===== src/rtl/somador_subtrator_serial.sv =====
// Digit-serial adder/subtractor: one WIDTH-bit operand pair per handshake, DIGIT bits per clock,
// with the carry held in a register between digits; result held in DONE until out_ready.
module somador_subtrator_serial #(
  parameter int WIDTH = 8,
  parameter int DIGIT = 1
) (
  input  logic             clk,
  input  logic             rst_n,
  input  logic             in_valid,
  output logic             in_ready,
  input  logic [WIDTH-1:0] a,
  input  logic [WIDTH-1:0] b,
  input  logic             sub,
  output logic             out_valid,
  input  logic             out_ready,
  output logic [WIDTH-1:0] s,
  output logic             cout,
  output logic             overflow
);

  localparam int N  = WIDTH / DIGIT;
  localparam int IW = (N > 1) ? $clog2(N) : 1;

  generate
    if ((WIDTH < 2) || (DIGIT < 1) || (WIDTH % DIGIT != 0)) begin : g_bad_param
      $error("somador_subtrator_serial: WIDTH must be >= 2 and a multiple of DIGIT");
    end
  endgenerate

  typedef enum logic [1:0] {IDLE, CALC, DONE} state_t;

  state_t           state_q, state_d;
  logic [WIDTH-1:0] a_q, b_q;
  logic             carry_q;
  logic [IW-1:0]    idx_q;

  logic [DIGIT-1:0] a_dig, b_dig;
  logic [DIGIT:0]   dig_sum;
  logic             c_into_msb;
  logic             last_dig;
  logic             accept;

  // Operands shift right one digit per CALC edge, so the active digit is always at the bottom.
  assign a_dig      = a_q[DIGIT-1:0];
  assign b_dig      = b_q[DIGIT-1:0];
  assign dig_sum    = {1'b0, a_dig} + {1'b0, b_dig} + {{DIGIT{1'b0}}, carry_q};
  // Carry into the top bit of this digit, recovered from the top sum bit and its operands.
  assign c_into_msb = a_dig[DIGIT-1] ^ b_dig[DIGIT-1] ^ dig_sum[DIGIT-1];
  assign last_dig   = (idx_q == IW'(N - 1));

  assign in_ready  = (state_q == IDLE);
  assign out_valid = (state_q == DONE);

  always_comb begin
    state_d = state_q;
    accept  = 1'b0;
    case (state_q)
      IDLE: begin
        if (in_valid) begin
          accept  = 1'b1;
          state_d = CALC;
        end
      end
      CALC: begin
        if (last_dig) state_d = DONE;
      end
      DONE: begin
        if (out_ready) state_d = IDLE;
      end
      default: state_d = IDLE;
    endcase
  end

  always_ff @(posedge clk or negedge rst_n) begin
    if (!rst_n) begin
      state_q  <= IDLE;
      a_q      <= '0;
      b_q      <= '0;
      carry_q  <= 1'b0;
      idx_q    <= '0;
      s        <= '0;
      cout     <= 1'b0;
      overflow <= 1'b0;
    end else begin
      state_q <= state_d;
      if (accept) begin
        a_q     <= a;
        b_q     <= sub ? ~b : b;
        carry_q <= sub;
        idx_q   <= '0;
      end else if (state_q == CALC) begin
        a_q     <= a_q >> DIGIT;
        b_q     <= b_q >> DIGIT;
        carry_q <= dig_sum[DIGIT];
        idx_q   <= idx_q + IW'(1);
        s[idx_q*DIGIT +: DIGIT] <= dig_sum[DIGIT-1:0];
        if (last_dig) begin
          cout     <= dig_sum[DIGIT];
          overflow <= c_into_msb ^ dig_sum[DIGIT];
        end
      end
    end
  end

endmodule


===== config.mk =====
export PLATFORM = sky130hd
export DESIGN_NAME = somador_subtrator_serial
export DESIGN_NICKNAME = d
export VERILOG_FILES = /design/src/rtl/somador_subtrator_serial.sv
export SDC_FILE = /design/constraint.sdc
export NUM_CORES = 1
export LEC_CHECK = 0
export BUFFER_PORTS_ARGS = -buffer_cell sky130_fd_sc_hd__buf_2
export CORE_MARGIN = 10
export CORE_UTILIZATION = 54
export DETAILED_ROUTE_END_ITERATION = 8
export PLACE_DENSITY = 0.79
export SLEW_MARGIN = 5
export SYNTH_ARGS = -nofsm -noshare
export SYNTH_HDL_FRONTEND = slang
export SYNTH_SLANG_ARGS = --single-unit

===== constraint.sdc =====
create_clock -name clk -period 2.1 [get_ports clk]
set_input_delay 0.42 -clock clk [delete_from_list [all_inputs] [get_ports clk]]
set_output_delay 0.42 -clock clk [all_outputs]
set_load 0.01 [all_outputs]

# After elaboration in Yosys (flattened, before gate mapping)
# Index checks and enable logic that the tools add are counted.
# op_classes
shifts,2
muxes,16
mul,0
n_lt_le_gt_ge,0
n_reduce_logical,5
n_bitwise,5
addsub,4
n_div,0
n_eq_ne,6
# op_table
operator,n
8-bit 2-to-1 mux,5
3-bit negation with 34-bit output,1
1-bit by 34-bit variable shift with 8-bit output (first input constant),1
1-bit by 34-bit indexed part select with 8-bit output,1
8-bit bitwise mux,1
8-bit inverter,1
2-bit 2-to-1 mux,3
3-bit 2-to-1 mux,2
2-bit one-hot mux with 3 select lines,1
3-bit AND reduction,2
1-bit 2-to-1 mux,4
2-bit != test (second input constant),2
3-bit by 1-bit adder with 3-bit output (second input constant),1
3-bit == test (second input constant),1
1-bit bitwise XOR,3
1-bit by 1-bit adder with 2-bit output,1
2-bit by 1-bit adder with 2-bit output,1
2-bit by 1-bit == test with 1-bit output (second input constant),1
2-bit == test (second input constant),1
2-bit zero test,1
2-bit by 1-bit != test with 1-bit output (second input constant),1
2-bit AND reduction,1
2-bit nonzero test,1
1-bit inverter,1
# totals
ff_bits,32
mem_count,0
rom_bits,0
latch_bits,0
inputBits,21
output_inout_bits,12
mem_bits_rw,0
word_cells,46

# Logic depth before layout (Yosys ltp)
# Gate-level depths: netlist of the first run.
# logic_depth
word_depth,4
depth_mapped,6
ltp_nobuf,6

# Worst setup path after synthesis of the first run
# OpenSTA, ideal clock, no wires.
# synth_path
path_kind,reg2reg
start,reg idx_q[0]
end,reg s[5]
slack_ns,0.225
path_stages_with_launch,7
t_arrival_ns,1.750
setup_time_ns,0.125
synth_period_minus_slack_ns,1.875
required_ns,1.975
path_buffers,0
cell_sequence,dfrtp_1 inv_1 ha_1 ha_1 nand4bb_4 or3_1 mux2_4
# synth_via
elab_chain_cells,3
elab_cells_between_ends,4
classes_between,1 x add/sub; 2 x shift; 1 x mux
# synth_rtl
element,line,source
from (decl),35,logic [IW-1:0] idx_q;
from (signal assigned),95,idx_q <= idx_q + IW'(1);
3-bit negation with 34-bit output (*),96,s[idx_q*DIGIT +: DIGIT] <= dig_sum[DIGIT-1:0];
1-bit by 34-bit indexed part select with 8-bit output / 1-bit by 34-bit variable shift with 8-bit output (equally long branches),96,
8-bit bitwise mux (*),96,
"to (signal, indexed assignment)",96,
to (decl),16,"output logic [WIDTH-1:0] s,"
# Every way passes the cells marked *; elsewhere a longest branch is shown, timed or not.
# A chain may end at the register's enable or synchronous reset.

# Worst setup path in the final report of the first run
# layout_path
start,reg idx_q[1]
end,reg s[2]
# The elaborated chain is that of the path after synthesis.

==> summary.md, run 1 <==
| Metric | Value |
|---|---|
| Final Cell Area | `0.00187 sq mm` |
| First-pass GRT wire length | `5460 um` |
| Largest net degree at the start of global routing | `33` |
| Post-synthesis register bit count | `32` |
| Min Tclk post-route | `1.89 ns` |
| CP max FO | `6` |
| XOR/XNOR Fraction of Synth Area | `0.0598` |
| Clock-pin slew on the worst setup and hold paths | `0.09 ns` |
| Syn_nets | `178` |
| First-pass iteration count of the detailed router | `4` |
| Worst vdd ir | `0.756 mV` |
| DP HPWL | `2430 um` |
| Clock latency on the worst-skew pair | `0.32 ns` |
| Post-CTS sizing | `0` |
| Worst Hold Class | `input pin to async pin` |
| Worst-margin pin slew | `0.716 ns` |
| Post-Synth Simple-Gate Area | `0.175` |
| Syn Area/Cell | `10.7 sq um` |
| WL final | `3150 um` |
| Status | `complete, no violations` |
| Overflow after GRT | `0` |
| CTS Buffer Depth | `2` |
| Cells after Synth | `151` |
| Fmax | `530 MHz` |
| Leakage | `0.000937 uW` |
| Setup violations, final | `0` |
| Crit share post-route | `0.899` |
| Synth Area in Compound Gates | `0.117` |
| Site row count | `19` |
| Final ANT Viol Nets | `0` |
| Area Growth Syn to Fin | `15.9%` |
| Gr usage total | `0.126` |
| Routed len/inst | `14.5 um` |
| Antenna diodes | `0` |
| Final nets | `212` |
| MaxCap Viol Count | `0` |
| Critical path data required time | `2.31 ns` |
| Total Die Area | `0.00557 sq mm` |
| Fillers | `230` |
| DP Cell Count | `209` |
| Power Density | `1520 mW/mm^2` |
| Vias in the first global route | `1232` |
| Die H | `74.6 um` |
| Adder-cell share of the synthesized area | `0.0512` |
| Mux contribution to synthesized area | `0.0559` |
| Post-layout util | `0.666` |
| I/O pins | `33` |
| Setup CP Type | `register to register` |
| Max Slew Vio Count | `0` |
| Dpl cell area | `0.00179 sq mm` |
| Root buffer cell | `clkbuf_4` |
| Rel. slew slack | `0.523` |
| Residual DRC count | `0` |
| Sink Count | `32` |
| Cell variety after synth | `30` |
| Antenna violations before repair | `0` |
| Main combinational cell family by area after synthesis | `simple AND/OR/NAND/NOR gates` |
| CTS tree | `yes` |
| DR vias | `1189` |
| Crit end category | `register` |
| Iter 0 DRT Violations | `52` |
| Clk_skew | `0.00226 ns` |
| Finished Layout Cells | `217` |
| Total core area | `0.00281 sq mm` |
| Setup TNS Final | `0 ns` |
| Synth Warn # | `0` |
| Die W | `74.6 um` |
| H-tree lvl count | `2` |
| GPL Wtd Cong | `0.860` |
| Power, Total | `2830 uW` |
| WP data arrival | `2.10 ns` |
| Hold Vio Cnt, Final | `0` |
| Post-Syn Area | `0.00161 sq mm` |
| Initial Util | `0.574` |
| Fraction of layout cells with a size suffix above 1 | `0.263` |
| # Post-CTS Setup Buffers | `0` |
| # port buffers | `32` |
| Total CTS buffers | `5` |
| Vias/cell | `5.48` |
| Hold buffers post-CTS | `0` |
| CP Launch Type | `register` |
| Sequential share of the synthesized area | `0.497` |
| RSZ-0062 raised after global routing | `no` |
==> logic make-up (layout without fill, tap and decap cells) <==
family | after synthesis | after routing
buf+inv | 17 | 52
mux | 8 | 8
compound gates | 24 | 24
fa+ha+maj | 6 | 6
flops | 32 | 32
xor+xnor | 11 | 11
simple gates | 53 | 53
==> Yosys cell counts (all sizes together) <==
library cell | count | share of area
a221o | 8 | 0.050
a22oi | 7 | 0.033
and2b | 1 | 0.0047
buf | 6 | 0.019
clkbuf | 1 | 0.0023
dfrtp | 32 | 0.50
fa | 1 | 0.012
ha | 5 | 0.039
inv | 10 | 0.023
mux2 | 5 | 0.037
mux2i | 3 | 0.019
nand2 | 22 | 0.051
nand2b | 1 | 0.0039
nand3 | 2 | 0.0062
nand3b | 1 | 0.0047
nand4b | 3 | 0.016
nand4bb | 1 | 0.017
nor2 | 12 | 0.028
nor2b | 1 | 0.0039
nor3b | 2 | 0.0093
nor4 | 3 | 0.012
o21ai | 6 | 0.019
o21bai | 1 | 0.0070
o31ai | 2 | 0.0093
or2 | 1 | 0.0039
or2b | 1 | 0.0047
or3 | 1 | 0.0039
or3b | 1 | 0.0054
xnor2 | 11 | 0.060
==> metrics by stage <==
stage / hold WS, ns / worst slack, ns
4_1_cts: 0.144 / 0.189
3_3_place_gp: 0.455 / 0.287
6_report: 0.129 / 0.212
2_1_floorplan: 0.124 / 0.225
3_5_place_dp: 0.468 / 0.209
5_1_grt: 0.171 / 0.0719
==> power by group <==
group	internal [uW]	leakage, uW	switching, uW
Combinational	621	0.000485	722
Sequential	875	0.000410	170
Clock	249	0.0000422	197
Total	1750	0.000937	1090
==> state kept, by name, indices dropped and copies added (netlist names) <==
signal	count
cout	1
s	8
state_q	2
b_q	8
carry_q	1
idx_q	3
overflow	1
a_q	8
==> metal layers <==
metal | global-route usage | up-vias | wire length [um]
met2 | 0.205 | 29 | 1480
met4 | 0.0525 | 0 | 74
met5 | 0 | - | 0
met1 | 0.150 | 563 | 1380
met3 | 0.0420 | 9 | 213
li1 | - | 588 | -
==> critical path, stage by stage (launching register included) <==
cell and delay (ns):
dfrtp_1 0.39, inv_1 0.07, ha_1 0.20, ha_1 0.36
nor2b_1 0.17, nor3b_1 0.21, mux2_2 0.37
==> final timing paths <==
check / start / to / slack [ns] / depth (start not counted)
worst max-delay path: idx_q[1] / s[2] / 0.21 / 6
worst min-delay path: rst_n / b_q[4] / 0.13 / 1
worst max register to register: idx_q[1] / s[2] / 0.21 / 6
worst min register to register: cout / cout / 0.48 / 2
max in group asynchronous: rst_n / a_q[5] / 1.53 / 1
min in group clk: out_ready / state_q[1] / 0.28 / 2
==> area by class of cell <==
cell class                 count  area (sq um)  area share
inverter                      10          37.5      0.0201
multi-input combinational    102           739       0.396
clock buffer                   6          41.3      0.0221
clock inverter                 2          35.0      0.0188
tap                           31          38.8      0.0208
sequential                    32           801       0.429
timing repair buffer          34           175      0.0938
==> placed cells by master, fill, tap and decap left out, types with 3 or more instances in the layout <==
cell | synthesis | layout
dfrtp_1 | 32 | 32
a221o_1 | 8 | 8
inv_1 | 10 | 10
nand4b_1 | 3 | 3
nand2_1 | 22 | 22
mux2_2 | 4 | 4
nor2_1 | 12 | 12
o21ai_0 | 6 | 6
ha_1 | 5 | 5
xnor2_1 | 11 | 11
nor4_1 | 3 | 3
a22oi_1 | 7 | 7
clkbuf_4 | 0 | 5
buf_2 | 6 | 32
mux2i_1 | 3 | 3
Power figures use the tool's default switching activity.
==> run 2, diff against run 1 <==
RECOVER_POWER = 50   (was default)
==> summary.md, run 2 (same netlist as run 1, synthesis figures left out) <==
| Metric | Value |
|---|---|
| Fmax | `529 MHz` |
| Sequential Power Share | `0.371` |
| CP max FO | `6` |
| Power, Total | `2830 uW` |
| Gr usage total | `0.126` |
| Worst vdd ir | `0.755 mV` |
| Sink Count | `32` |
| Worst-margin pin slew | `1.64 ns` |
| RSZ-0062 raised after global routing | `no` |
| Rel. slew slack | `-0.0900` |
| WL final | `3160 um` |
| Hold Vio Cnt, Final | `0` |
| Setup TNS Final | `0 ns` |
| First-pass GRT wire length | `5460 um` |
| Worst hold stages | `2` |
| Crit end category | `register` |
| Post-CTS sizing | `0` |
| CP Launch Type | `register` |
| # Post-CTS Setup Buffers | `0` |
| Total CTS buffers | `5` |
| Vias in the first global route | `1232` |
| DP HPWL | `2430 um` |
| Final nets | `212` |
| Clock latency on the worst-skew pair | `0.33 ns` |
| Reg-to-reg slack, setup | `0.21 ns` |
| Net Sw Power | `1090 uW` |
| Total Die Area | `0.00557 sq mm` |
| Min Tclk post-route | `1.89 ns` |
| Vias/cell | `5.50` |
| Crit share post-route | `0.900` |
| Largest regs | `a_q x8, b_q x8, s x8` |
| Status | `finished, violations left` |
| # port buffers | `32` |
| Critical path data required time | `2.31 ns` |
| Largest net degree at the start of global routing | `33` |
| CTS tree | `yes` |
| GPL Wtd Cong | `0.860` |
| Hold path start | `out_ready` |
| Site row count | `19` |
| Max Slew Vio Count | `33` |
| Routed len/inst | `14.5 um` |
| Pint | `1730 uW` |
| Setup CP Type | `register to register` |
| Commonest cells after routing, fill and taps aside | `dfrtp_1 (32), buf_2 (25), nand2_1 (22)` |
| WP data arrival | `2.10 ns` |
| Root buffer cell | `clkbuf_4` |
| I/O pins | `33` |
| Clock-pin slew on the worst setup and hold paths | `0.09 ns` |
| MaxCap Viol Count | `1` |
| Residual DRC count | `0` |
| DR vias | `1194` |
| Worst hold path endpoint | `state_q[1]` |
| Power Density | `1520 mW/mm^2` |
| Iter 0 DRT Violations | `41` |
| CTS Buffer Depth | `2` |
| Die H | `74.6 um` |
| Hold buffers post-CTS | `0` |
| Switching share of power | `0.387` |
| Most common library cell in the layout ignoring fill and taps | `dfrtp_1` |
| Total core area | `0.00281 sq mm` |
| Clk pwr share | `0.159` |
| Fraction of layout cells with a size suffix above 1 | `0.226` |
| Failing checks | `max-capacitance violations, max-slew violations` |
| R2R Path Start | `idx_q[1]` |
| Clk_skew | `0.00255 ns` |
| H-tree lvl count | `2` |
| Final ANT Viol Nets | `0` |
| Initial Util | `0.574` |
| First-pass iteration count of the detailed router | `4` |
| Die W | `74.6 um` |
| Worst Hold Class | `input pin to register` |
| Antenna diodes | `0` |
| Worst Reg-to-Reg Cells | `6` |
| Overflow after GRT | `0` |
| Setup violations, final | `0` |
| Area Growth Syn to Fin | `15.4%` |
| Comb pwr share | `0.471` |
| Leakage | `0.000913 uW` |
| Antenna violations before repair | `0` |
| RR Endpoint | `s[2]` |
[run 2: metrics by stage]
step                hold WS, ns  instance area, sq um   util  worst slack, ns  cells
floorplan                 0.124                  1610      -            0.225    151
global placement          0.455                  1790  0.639            0.287    209
detailed placement        0.468                  1790  0.639            0.209    209
CTS                       0.144                  1870  0.666            0.189    217
global route              0.277                  1860  0.663           0.0719    217
finish                    0.272                  1860  0.663            0.211    217
[run 2: final cells by class]
class                           count  area [sq um]
Sequential cell                    32           801
Multi-Input combinational cell    102           739
Inverter                           10          37.5
Clock buffer                        6          41.3
Clock inverter                      2          35.0
Timing Repair Buffer               34           166
Tap cell                           31          38.8
Fill cell                         233           946
[run 2: per-layer routing]
layer | global-route usage | vias up | share of wire
met4 | 0.0525 | 0 | 0.025
met5 | 0 | - | 0
li1 | - | 588 | -
met3 | 0.0420 | 11 | 0.070
met1 | 0.150 | 559 | 0.43
met2 | 0.205 | 36 | 0.48
[run 2: how the worst max path moves through the flow]
stage                         from  cells after the start  slack, ns   end
after floorplan           idx_q[0]                      6       0.23  s[5]
after global placement    idx_q[1]                      6       0.29  s[6]
after detailed placement  idx_q[1]                      6       0.21  s[2]
after CTS                 idx_q[1]                      6       0.19  s[2]
after global routing      idx_q[1]                      6       0.07  s[2]
final                     idx_q[1]                      6       0.21  s[2]
[run 2: power groups by stage]
stage	logic (uW)	registers, uW	clock network (uW)
CTS	1360	1050	457
finish	1330	1050	448
floorplan	999	1060	0
detailed placement	1360	1060	0
global route	1500	1090	488
global placement	1300	1040	0
[run 2: critical path, cell delays in order (launching register included)]
cell	delay, ns
dfrtp_1	0.39
inv_1	0.07
ha_1	0.20
ha_1	0.36
nor2b_1	0.17
nor3b_1	0.21
mux2_2	0.37
